**src/rtl/hazard3_bus_arbiter_1port_if.sv**
```systemverilog
// Bundle of the fetch (I) and load/store (D) request ports plus the
// AHB-Lite master port handled by hazard3_bus_arbiter_1port.
// The master modport is the arbiter's own view (it is the AHB master);
// the slave modport is the view of everything around it: core and bus.
interface hazard3_bus_arbiter_1port_if #(
   parameter int W_ADDR = 32,
   parameter int W_DATA = 32
);
   // Fetch requester
   logic              aph_req_i;
   logic              aph_panic_i;
   logic [W_ADDR-1:0] haddr_i;
   logic [2:0]        hsize_i;
   logic              priv_i;
   logic              aph_ready_i;
   logic              dph_ready_i;
   logic              dph_err_i;
   logic [W_DATA-1:0] rdata_i;

   // Load/store requester
   logic              aph_req_d;
   logic              aph_excl_d;
   logic              hwrite_d;
   logic [W_ADDR-1:0] haddr_d;
   logic [2:0]        hsize_d;
   logic              priv_d;
   logic [W_DATA-1:0] wdata_d;
   logic              aph_ready_d;
   logic              dph_ready_d;
   logic              dph_err_d;
   logic              dph_exokay_d;
   logic [W_DATA-1:0] rdata_d;

   // AHB-Lite master port
   logic [W_ADDR-1:0] haddr;
   logic              hwrite;
   logic [1:0]        htrans;
   logic [2:0]        hsize;
   logic [2:0]        hburst;
   logic [3:0]        hprot;
   logic              hmastlock;
   logic              hexcl;
   logic              hready;
   logic              hresp;
   logic              hexokay;
   logic [W_DATA-1:0] hwdata;
   logic [W_DATA-1:0] hrdata;

   modport master (
      input  aph_req_i, aph_panic_i, haddr_i, hsize_i, priv_i,
      output aph_ready_i, dph_ready_i, dph_err_i, rdata_i,
      input  aph_req_d, aph_excl_d, hwrite_d, haddr_d, hsize_d, priv_d, wdata_d,
      output aph_ready_d, dph_ready_d, dph_err_d, dph_exokay_d, rdata_d,
      output haddr, hwrite, htrans, hsize, hburst, hprot, hmastlock, hexcl, hwdata,
      input  hready, hresp, hexokay, hrdata
   );

   modport slave (
      output aph_req_i, aph_panic_i, haddr_i, hsize_i, priv_i,
      input  aph_ready_i, dph_ready_i, dph_err_i, rdata_i,
      output aph_req_d, aph_excl_d, hwrite_d, haddr_d, hsize_d, priv_d, wdata_d,
      input  aph_ready_d, dph_ready_d, dph_err_d, dph_exokay_d, rdata_d,
      input  haddr, hwrite, htrans, hsize, hburst, hprot, hmastlock, hexcl, hwdata,
      output hready, hresp, hexokay, hrdata
   );
endinterface

```
**src/rtl/hazard3_bus_arbiter_1port.sv**
```systemverilog
// Single-port bus arbiter: merges Hazard3 instruction fetch (I) and
// load/store (D) requests onto one AHB-Lite master port. D normally wins,
// except for urgent fetches or after STARVE_LIMIT fetch address phases lost
// to D. A stalled address phase is locked to its owner so the bus sees
// stable controls, and data-phase responses go only to the side that owns
// the current data phase.
module hazard3_bus_arbiter_1port #(
   parameter int W_ADDR       = 32,
   parameter int W_DATA       = 32,
   parameter int STARVE_LIMIT = 4,
   parameter int W_STARVE     = 3
) (
   input logic                         clk,
   input logic                         rst_n,
   hazard3_bus_arbiter_1port_if.master bus
);

   typedef enum logic [1:0] {
      OWN_NONE = 2'd0,
      OWN_I    = 2'd1,
      OWN_D    = 2'd2
   } owner_e;

   localparam logic [1:0]          HTRANS_IDLE = 2'b00;
   localparam logic [1:0]          HTRANS_NSEQ = 2'b10;
   localparam logic [W_STARVE-1:0] STARVE_MAX  = '1;
   localparam logic [W_STARVE-1:0] STARVE_THR  = W_STARVE'(STARVE_LIMIT);

   owner_e              dph_owner_q, dph_owner_d;
   owner_e              lock_sel_q, lock_sel_d;
   logic                aph_lock_q, aph_lock_d;
   logic [W_STARVE-1:0] starve_cnt_q, starve_cnt_d;

   owner_e              grant;
   logic                starved;
   logic                aph_active;
   logic                sel_d;
   logic                aph_ready_i_w, aph_ready_d_w;
   logic [W_ADDR-1:0]   haddr_sel;
   logic [W_DATA-1:0]   rdata_w;

   assign starved = (STARVE_LIMIT != 0) && (starve_cnt_q >= STARVE_THR);

   // Grant: a locked (stalled) address phase keeps its owner; otherwise urgent
   // or starved fetch, then load/store, then ordinary fetch.
   always_comb begin
      grant = OWN_NONE;
      if (aph_lock_q)
         grant = lock_sel_q;
      else if (bus.aph_req_i && (bus.aph_panic_i || starved))
         grant = OWN_I;
      else if (bus.aph_req_d)
         grant = OWN_D;
      else if (bus.aph_req_i)
         grant = OWN_I;
   end

   // Address-phase mux and handshakes; everything is quiet while in reset.
   always_comb begin
      sel_d      = (grant == OWN_D);
      aph_active = rst_n && (((grant == OWN_I) && bus.aph_req_i) ||
                             ((grant == OWN_D) && bus.aph_req_d));
      haddr_sel  = sel_d ? bus.haddr_d : bus.haddr_i;

      bus.htrans    = aph_active ? HTRANS_NSEQ : HTRANS_IDLE;
      bus.haddr     = haddr_sel;
      bus.hsize     = sel_d ? bus.hsize_d : bus.hsize_i;
      bus.hwrite    = sel_d && bus.hwrite_d;
      bus.hexcl     = sel_d && bus.aph_excl_d;
      bus.hprot     = {2'b00, (sel_d ? bus.priv_d : bus.priv_i), sel_d};
      bus.hburst    = 3'b000;
      bus.hmastlock = 1'b0;

      aph_ready_i_w   = bus.hready && aph_active && (grant == OWN_I);
      aph_ready_d_w   = bus.hready && aph_active && (grant == OWN_D);
      bus.aph_ready_i = aph_ready_i_w;
      bus.aph_ready_d = aph_ready_d_w;
   end

   // Data-phase responses steered to the current data-phase owner. The D
   // error is visible in both error cycles so a chasing D access can be
   // squashed before its address phase completes.
   always_comb begin
      bus.dph_ready_i  = rst_n && bus.hready && (dph_owner_q == OWN_I);
      bus.dph_ready_d  = rst_n && bus.hready && (dph_owner_q == OWN_D);
      bus.dph_err_i    = rst_n && bus.hready && bus.hresp && (dph_owner_q == OWN_I);
      bus.dph_err_d    = rst_n && bus.hresp && (dph_owner_q == OWN_D);
      bus.dph_exokay_d = rst_n && bus.hexokay && (dph_owner_q == OWN_D);
   end

   assign rdata_w     = bus.hrdata;
   assign bus.rdata_i = rdata_w;
   assign bus.rdata_d = rdata_w;
   assign bus.hwdata  = bus.wdata_d;

   // Next state: data-phase owner advances with hready, the lock captures a
   // stalled address phase, and the starvation counter tracks fetch losses.
   always_comb begin
      dph_owner_d  = dph_owner_q;
      aph_lock_d   = aph_lock_q;
      lock_sel_d   = lock_sel_q;
      starve_cnt_d = starve_cnt_q;

      if (bus.hready) begin
         dph_owner_d = aph_active ? grant : OWN_NONE;
         aph_lock_d  = 1'b0;
      end else if (aph_active) begin
         aph_lock_d  = 1'b1;
         lock_sel_d  = grant;
      end

      if (aph_ready_i_w)
         starve_cnt_d = '0;
      else if (aph_ready_d_w && bus.aph_req_i && (starve_cnt_q != STARVE_MAX))
         starve_cnt_d = starve_cnt_q + 1'b1;
   end

   // State registers with synchronous active-low reset.
   always_ff @(posedge clk) begin
      if (!rst_n) begin
         dph_owner_q  <= OWN_NONE;
         aph_lock_q   <= 1'b0;
         lock_sel_q   <= OWN_I;
         starve_cnt_q <= '0;
      end else begin
         dph_owner_q  <= dph_owner_d;
         aph_lock_q   <= aph_lock_d;
         lock_sel_q   <= lock_sel_d;
         starve_cnt_q <= starve_cnt_d;
      end
   end

endmodule

```
**src/flat_wrapper.sv**
```systemverilog
// flat-port wrapper written by rule: the top's interface ports become plain ports
module hazard3_bus_arbiter_1port_flat 
#(
   parameter int W_ADDR       = 32,
   parameter int W_DATA       = 32,
   parameter int STARVE_LIMIT = 4,
   parameter int W_STARVE     = 3
)
  (clk, rst_n, bus_aph_req_i, bus_aph_panic_i, bus_haddr_i, bus_hsize_i, bus_priv_i, bus_aph_ready_i, bus_dph_ready_i, bus_dph_err_i, bus_rdata_i, bus_aph_req_d, bus_aph_excl_d, bus_hwrite_d, bus_haddr_d, bus_hsize_d, bus_priv_d, bus_wdata_d, bus_aph_ready_d, bus_dph_ready_d, bus_dph_err_d, bus_dph_exokay_d, bus_rdata_d, bus_haddr, bus_hwrite, bus_htrans, bus_hsize, bus_hburst, bus_hprot, bus_hmastlock, bus_hexcl, bus_hwdata, bus_hready, bus_hresp, bus_hexokay, bus_hrdata);
  hazard3_bus_arbiter_1port_if #(.W_ADDR(W_ADDR), .W_DATA(W_DATA)) bus_i ();
  input logic clk;
  input logic rst_n;
  input wire logic [$bits(bus_i.aph_req_i)-1:0] bus_aph_req_i;
  input wire logic [$bits(bus_i.aph_panic_i)-1:0] bus_aph_panic_i;
  input wire logic [$bits(bus_i.haddr_i)-1:0] bus_haddr_i;
  input wire logic [$bits(bus_i.hsize_i)-1:0] bus_hsize_i;
  input wire logic [$bits(bus_i.priv_i)-1:0] bus_priv_i;
  output wire logic [$bits(bus_i.aph_ready_i)-1:0] bus_aph_ready_i;
  output wire logic [$bits(bus_i.dph_ready_i)-1:0] bus_dph_ready_i;
  output wire logic [$bits(bus_i.dph_err_i)-1:0] bus_dph_err_i;
  output wire logic [$bits(bus_i.rdata_i)-1:0] bus_rdata_i;
  input wire logic [$bits(bus_i.aph_req_d)-1:0] bus_aph_req_d;
  input wire logic [$bits(bus_i.aph_excl_d)-1:0] bus_aph_excl_d;
  input wire logic [$bits(bus_i.hwrite_d)-1:0] bus_hwrite_d;
  input wire logic [$bits(bus_i.haddr_d)-1:0] bus_haddr_d;
  input wire logic [$bits(bus_i.hsize_d)-1:0] bus_hsize_d;
  input wire logic [$bits(bus_i.priv_d)-1:0] bus_priv_d;
  input wire logic [$bits(bus_i.wdata_d)-1:0] bus_wdata_d;
  output wire logic [$bits(bus_i.aph_ready_d)-1:0] bus_aph_ready_d;
  output wire logic [$bits(bus_i.dph_ready_d)-1:0] bus_dph_ready_d;
  output wire logic [$bits(bus_i.dph_err_d)-1:0] bus_dph_err_d;
  output wire logic [$bits(bus_i.dph_exokay_d)-1:0] bus_dph_exokay_d;
  output wire logic [$bits(bus_i.rdata_d)-1:0] bus_rdata_d;
  output wire logic [$bits(bus_i.haddr)-1:0] bus_haddr;
  output wire logic [$bits(bus_i.hwrite)-1:0] bus_hwrite;
  output wire logic [$bits(bus_i.htrans)-1:0] bus_htrans;
  output wire logic [$bits(bus_i.hsize)-1:0] bus_hsize;
  output wire logic [$bits(bus_i.hburst)-1:0] bus_hburst;
  output wire logic [$bits(bus_i.hprot)-1:0] bus_hprot;
  output wire logic [$bits(bus_i.hmastlock)-1:0] bus_hmastlock;
  output wire logic [$bits(bus_i.hexcl)-1:0] bus_hexcl;
  output wire logic [$bits(bus_i.hwdata)-1:0] bus_hwdata;
  input wire logic [$bits(bus_i.hready)-1:0] bus_hready;
  input wire logic [$bits(bus_i.hresp)-1:0] bus_hresp;
  input wire logic [$bits(bus_i.hexokay)-1:0] bus_hexokay;
  input wire logic [$bits(bus_i.hrdata)-1:0] bus_hrdata;
  assign bus_i.aph_req_i = bus_aph_req_i;
  assign bus_i.aph_panic_i = bus_aph_panic_i;
  assign bus_i.haddr_i = bus_haddr_i;
  assign bus_i.hsize_i = bus_hsize_i;
  assign bus_i.priv_i = bus_priv_i;
  assign bus_aph_ready_i = bus_i.aph_ready_i;
  assign bus_dph_ready_i = bus_i.dph_ready_i;
  assign bus_dph_err_i = bus_i.dph_err_i;
  assign bus_rdata_i = bus_i.rdata_i;
  assign bus_i.aph_req_d = bus_aph_req_d;
  assign bus_i.aph_excl_d = bus_aph_excl_d;
  assign bus_i.hwrite_d = bus_hwrite_d;
  assign bus_i.haddr_d = bus_haddr_d;
  assign bus_i.hsize_d = bus_hsize_d;
  assign bus_i.priv_d = bus_priv_d;
  assign bus_i.wdata_d = bus_wdata_d;
  assign bus_aph_ready_d = bus_i.aph_ready_d;
  assign bus_dph_ready_d = bus_i.dph_ready_d;
  assign bus_dph_err_d = bus_i.dph_err_d;
  assign bus_dph_exokay_d = bus_i.dph_exokay_d;
  assign bus_rdata_d = bus_i.rdata_d;
  assign bus_haddr = bus_i.haddr;
  assign bus_hwrite = bus_i.hwrite;
  assign bus_htrans = bus_i.htrans;
  assign bus_hsize = bus_i.hsize;
  assign bus_hburst = bus_i.hburst;
  assign bus_hprot = bus_i.hprot;
  assign bus_hmastlock = bus_i.hmastlock;
  assign bus_hexcl = bus_i.hexcl;
  assign bus_hwdata = bus_i.hwdata;
  assign bus_i.hready = bus_hready;
  assign bus_i.hresp = bus_hresp;
  assign bus_i.hexokay = bus_hexokay;
  assign bus_i.hrdata = bus_hrdata;
  hazard3_bus_arbiter_1port #(.W_ADDR(W_ADDR), .W_DATA(W_DATA), .STARVE_LIMIT(STARVE_LIMIT), .W_STARVE(W_STARVE)) u_core (.clk(clk), .rst_n(rst_n), .bus(bus_i));
endmodule
```
**config.mk**
```make
export PLATFORM = sky130hd
export DESIGN_NAME = hazard3_bus_arbiter_1port_flat
export DESIGN_NICKNAME = d
export VERILOG_FILES = /design/src/rtl/hazard3_bus_arbiter_1port_if.sv /design/src/rtl/hazard3_bus_arbiter_1port.sv /design/src/flat_wrapper.sv
export SDC_FILE = /design/constraint.sdc
export NUM_CORES = 1
export LEC_CHECK = 0
export BUFFER_PORTS_ARGS = -buffer_cell sky130_fd_sc_hd__buf_2
export CAP_MARGIN = 20
export CORE_AREA = 5 5 110 112
export DETAILED_ROUTE_END_ITERATION = 10
export DIE_AREA = 0 0 115 117
export PLACE_DENSITY_LB_ADDON = 0.25
export SYNTH_ARGS = -nofsm -noshare
export SYNTH_HDL_FRONTEND = slang
export SYNTH_SLANG_ARGS = --single-unit
```
**constraint.sdc**
```tcl
create_clock -name clk -period 1.6 [get_ports clk]
set_input_delay 0.08 -clock clk [delete_from_list [all_inputs] [get_ports clk]]
set_output_delay 0.08 -clock clk [all_outputs]
set_load 0.05 [all_outputs]
```
== Word level (Yosys, flattened, before mapping) ==
Index checks and enable logic that the tools add are counted.

* Flip-flop bits (word level): 8
* Input port bits: 146

* $add $sub $neg: 1
* Order comparisons: 1
* Equal/unequal tests: 5
* Mux-type cells: 9
* Bitwise logic cells: 2
* Reduce and logical (&&, ||, !) cells: 25

{| class="wikitable"
|+ Operator list
! cell !! number
|-
| 32-bit 2-to-1 mux || 1
|-
| 1-bit logical AND || 20
|-
| 2-bit 2-to-1 mux || 5
|-
| 2-bit by 1-bit equality test with 1-bit output, second input constant || 2
|-
| 2-bit equality test, second input constant || 2
|-
| 2-bit OR reduction || 2
|-
| 3-bit by 1-bit adder with 3-bit output, second input constant || 1
|-
| 3-bit greater-or-equal comparator, second input constant || 1
|-
| 3-bit 2-to-1 mux || 1
|-
| 3-bit inequality test, second input constant || 1
|-
| 1-bit logical OR || 2
|-
| 1-bit 2-to-1 mux || 2
|-
| 1-bit inverter || 2
|-
| 2-bit AND reduction || 1
|}

== Longest topological paths before layout ==
* Depth in word-level cells: 13
* Gate-level depth with buffers: 6

== Worst setup path before layout ==
Ideal clock, no wire load.

* Path type: reg2reg
* From: register u_core.lock_sel_q[0]
* To: register u_core.dph_owner_q[1]
* Library setup time: 0.070 ns
* Data arrival time: 1.734 ns
* Data required time: 1.530 ns
* Path slack: -0.204 ns
* Stages on the path, launching flop included: 5
* Period minus slack after synthesis: 1.804 ns
* Cells stage by stage: dfxtp_1 nand2b_1 a21o_1 a21oi_1 o21bai_1

* Cells in the longest elaborated chain, start to end: 6
* Elaborated cells between the ends (all ways): 8

{| class="wikitable"
|+ Ends and longest elaborated chain
! item !! RTL line !! RTL
|-
| start, declared || hazard3_bus_arbiter_1port.sv:30 || <nowiki>owner_e lock_sel_q, lock_sel_d;</nowiki>
|-
| start signal, assigned || hazard3_bus_arbiter_1port.sv:128 || <nowiki>lock_sel_q <= lock_sel_d;</nowiki>
|-
| 2-bit 2-to-1 mux * || hazard3_bus_arbiter_1port.sv:48 || <nowiki>if (aph_lock_q)</nowiki>
|-
| 2-bit by 1-bit equality test with 1-bit output / 2-bit equality test (equally long branches) || hazard3_bus_arbiter_1port.sv:61, hazard3_bus_arbiter_1port.sv:62 ||
|-
| 1-bit logical AND, on equally long branches || hazard3_bus_arbiter_1port.sv:61, hazard3_bus_arbiter_1port.sv:62 ||
|-
| 1-bit logical OR * || hazard3_bus_arbiter_1port.sv:61 || <nowiki>aph_active = rst_n && (((grant == OWN_I) && bus.aph_req_i) ||</nowiki>
|-
| 1-bit logical AND * || hazard3_bus_arbiter_1port.sv:61 ||
|-
| 2-bit 2-to-1 mux * || hazard3_bus_arbiter_1port.sv:105 || <nowiki>dph_owner_d = aph_active ? grant : OWN_NONE;</nowiki>
|-
| end signal, assigned || hazard3_bus_arbiter_1port.sv:126 || <nowiki>dph_owner_q <= dph_owner_d;</nowiki>
|-
| end, declared || hazard3_bus_arbiter_1port.sv:29 || <nowiki>owner_e dph_owner_q, dph_owner_d;</nowiki>
|}

Mark *: on every way between the ends. The rest lies on a longest branch, timed or not.
A chain may end at the register's enable or synchronous reset.

== Worst setup path after layout ==
* From: register u_core.starve_cnt_q[2]
* To: output port bus_haddr[21]

* Cells in the longest elaborated chain, start to end: 7

{| class="wikitable"
|+ Ends and longest elaborated chain
! item !! RTL line !! RTL
|-
| start, declared || hazard3_bus_arbiter_1port.sv:32 || <nowiki>logic [W_STARVE-1:0] starve_cnt_q, starve_cnt_d;</nowiki>
|-
| start signal, assigned || hazard3_bus_arbiter_1port.sv:129 || <nowiki>starve_cnt_q <= starve_cnt_d;</nowiki>
|-
| 3-bit greater-or-equal comparator || hazard3_bus_arbiter_1port.sv:42 || <nowiki>assign starved = (STARVE_LIMIT != 0) && (starve_cnt_q >= STARVE_THR);</nowiki>
|-
| 1-bit logical OR || hazard3_bus_arbiter_1port.sv:50 || <nowiki>else if (bus.aph_req_i && (bus.aph_panic_i || starved))</nowiki>
|-
| 1-bit logical AND || hazard3_bus_arbiter_1port.sv:50 ||
|-
| 2-bit 2-to-1 mux || hazard3_bus_arbiter_1port.sv:50 ||
|-
| 2-bit 2-to-1 mux || hazard3_bus_arbiter_1port.sv:48 ||
|-
| 2-bit equality test || hazard3_bus_arbiter_1port.sv:60 || <nowiki>sel_d = (grant == OWN_D);</nowiki>
|-
| 32-bit 2-to-1 mux || hazard3_bus_arbiter_1port.sv:63 || <nowiki>haddr_sel = sel_d ? bus.haddr_d : bus.haddr_i;</nowiki>
|-
| end, declared || flat_wrapper.sv:34 || <nowiki>output wire logic [$bits(bus_i.haddr)-1:0] bus_haddr;</nowiki>
|}

Every way passes these cells.

==> results by stage <==
Cells and area:
- The post-route netlist has 76.4% of its cells at a drive strength greater than 1.
- Relative to the synthesized area, the layout overhead comes to 37.3%.
- The filler cell count in the final layout is 1226.
- 0 antenna diodes ended up in the layout.
- In the layout the commonest cells are buf_2, buf_6, mux2_2, mux2_4, buf_8.
- The leading cell type in the layout, fill and taps excluded is buf_2.
- The area of all sequential standard cells is 163 sq um.
- The final net count is 404.
- Once layout is complete, the cells apart from fillers number 397.
- The area of the multi-input gates is 870 sq um.
- Cells fill 21.9% of the core in the end.
- The post-layout instance area is 2440 sq um.

Synth:
- Counting flops with a built-in enable in the synthesized netlist gives 0.
- By area the synthesized netlist is led by buf_4, mux2_2, dfxtp_1.
- The most used flip-flop cell after synthesis is dfxtp_1.
- The mapped cell area is 1780 sq um.
- Of all cell types, the one taking the most synthesized area is buf_4.
- The area share of the largest cell type after synthesis is 45.2%.
- The number of distinct library cells after synthesis is 35.
- After synthesis, flip-flops and latches occupy 9.01% of the total area.
- The total of warnings raised by yosys is 0.
- For this run, asynchronously set or reset flops after synthesis account for 0%.
- Counting flops and latches in the post-synthesis netlist gives 8.
- The mean cell area of the mapped netlist is 8.38 sq um.
- Synthesis produced 212 cells.

STA:
- The count of final hold-check violations was 0.
- Setup violations remaining at the end of the flow were counted as 38.
- Adding up every negative setup slack in the final design gives -8.76 ns.
- Setup slack on the critical path of the routed design comes to -0.275 ns.
- The number of pins exceeding their max-slew limit in the final report is 0.
- Clock skew on the completed layout was measured at 0.000560 ns.
- Setup repair after global routing could not meet its margin everywhere.
- The final critical delay including setup and external delays is 1.87 ns.
- The worst path uses 117% of the clock period.
- Static timing analysis puts the maximum clock frequency at 0.533 GHz.

Routing:
- The DRC violation count after routing is 0.
- The detailed router finished its first iteration with 36 violations.
- The ratio of routed vias to standard cells is 3.75.
- After detailed routing, the average wire length per cell comes to 13.2 um.
- The number of routed nets with antenna violations is 0.
- The length of the first detailed-routing pass in iterations is 4.
- The post-detailed-routing wire length is 5240 um.
- The total number of vias is 1487.

Critical path:
- Counting cells, the worst reg-to-reg path comes to 6.
- The critical path required time is 1.52 ns.
- The data arrival at the endpoint of the critical path is 1.79 ns.
- In this run the critical register-to-register path is launched from u_core.starve_cnt_q[0].
- The worst setup path is captured at a primary output.
- The critical path startpoint is u_core.starve_cnt_q[2].
- The worst setup path is launched from a register.
- The critical path is of the reg -> out type.
- Of all nets on the critical path, the largest fanout is 15.

Hold path:
- Along the worst hold path, the cell count comes to 2.
- In this run the most critical hold path is launched from rst_n.
- The tightest min-delay check is of the in -> reg type.

Status:
- The final reports fail on negative setup slack.
- The flow ran to the end, but the final reports show violations.

Power and ir drop:
- Cell internal power was estimated by the tool at 1.06 mW.
- The switching share of power is 42.3%.
- For this design the total switching power over the nets is 0.780 mW.
- The combinational share of power is 65.4%.
- The leakage power is 1.21 nW.
- The peak supply drop is 0.288 mV.
- The sequential cell fraction of total power is 11.7%.
- The fraction of power consumed by the clock network is 23.0%.
- The areal power density over the cells is 756 nW/um^2.

CTS:
- In this run the deepest clock path goes through 2 buffers.
- TritonCTS built the clock tree.
- The clock slew at the register clock pins of the worst setup and hold paths is 0.04 ns.
- For the worst-skew pair, the clock arrives at the later sink with an insertion delay of 0.23 ns.
- The buffer cell driving the clock tree root is clkbuf_16.
- In this run the number of H-tree levels came out at 1.
- TritonCTS created 3 clock buffers.
- The clock drives 8 sinks.

Placed design:
- The worst setup slack before clock tree synthesis is -0.104 ns.
- After detailed placement, the total cell area comes to 1880 sq um.
- The final weighted congestion of routability-driven global placement is 0.681.
- Port buffering added 128 buffers.
- In this run, placement finished with an instance count of 389.
- The post-detailed-placement half-perimeter wirelength is 4080 um.

GRT:
- The global-route wire length before repair is 7310 um.
- The initial antenna violation count is 0.
- Entering global routing, the biggest net connects 16 pins.
- Summed over all layers, the global routing overflow is 0.
- The global-route usage over all layers is 6.80%.
- The number of global-route vias before repair was 1573.

Floorplanning:
- The initialized floorplan defines 39 standard-cell rows.
- In this run the standard cell core region covers 11100 sq um.
- During I/O placement, the number of pins put on the boundary was 296.
- The y dimension of the die is 117 um.
- For this configuration, the core starts out at a cell density of 16.0%.
- From left edge to right edge, the die measures 115 um.
- The floorplan step defined a die boundary enclosing 13500 sq um.

Run:
- The total of max-cap violations is 0.
[logic make-up after synthesis]
group | synth area share (%)
buffers and inverters | 47.7
other | 0.211
DFF | 9.01
muxes | 22.8
AOI/OAI and AO/OA | 7.75
adders and majority gates | 1.41
and+or+nand+nor | 11.1
[worst max-delay path: stages (launching register included)]
cell     delay, ns
dfxtp_2       0.32
nor3b_4       0.19
nor2_2        0.07
a22oi_4       0.17
buf_6         0.14
buf_12        0.14
mux2_2        0.36
buf_6         0.16
[final cells by class]
class,count,share of cell area (%)
inverter,1,0.154
multi-input combinational,97,35.6
timing repair buffer,145,47.1
tap,143,7.33
clock buffer,3,3.08
sequential,8,6.67
[power by group through the flow]
stage / Clock [mW] / Combinational [mW] / Sequential, mW
2_1_floorplan: 0 / 1.34 / 0.217
3_3_place_gp: 0 / 0.913 / 0.218
3_5_place_dp: 0 / 0.917 / 0.218
4_1_cts: 0.438 / 1.21 / 0.215
5_1_grt: 0.453 / 1.26 / 0.216
6_report: 0.424 / 1.21 / 0.215
[routing by layer]
metal	global-route usage, %	part of all wire (%)
met1	8.11	36
met2	10.7	49
met3	2.88	13
met4	2.90	1.9
met5	0	0
[cells in the mapped netlist (2+ instances only)]
master / n
a21oi_1: 5
a31oi_1: 3
and2_1: 6
buf_2: 2
buf_4: 107
dfxtp_1: 8
ha_1: 2
mux2_1: 7
mux2_2: 29
nand2_1: 4
nand2b_1: 2
nand3_1: 3
nand3b_1: 2
nand4_1: 2
nor2_1: 3
nor2b_1: 2
nor3_1: 2
o21ai_0: 5
o21bai_1: 2
[state kept, by name (all words and copies together) (netlist names)]
name and count:
u_core.dph_owner_q 2, u_core.aph_lock_q 1, u_core.lock_sel_q 2, u_core.starve_cnt_q 3
[final timing paths]
check	to	slack (ns)
worst max-delay path	bus_haddr[21]	-0.27
worst min-delay path	u_core.lock_sel_q[0]	0.10
worst max register to register	u_core.starve_cnt_q[0]	0.15
worst min register to register	u_core.starve_cnt_q[1]	0.47
[stage by stage]
step	hold slack, ns	total power, mW
final	0.103	1.84
after floorplan	0.152	1.56
after global routing	0.107	1.93
after global placement	0.160	1.13
after CTS	0.0989	1.86
after detailed placement	0.160	1.13
[repair_timing]
action / 4_1_cts / 5_1_grt
endpoints found under the setup margin: 41 / 42
resized for setup: 116 / 5
buffers inserted: 2 / 1
pin swaps: 2 / 1
hold buffers: 0 / 0
gates cloned: 2 / 0
Power figures use the tool's default switching activity.
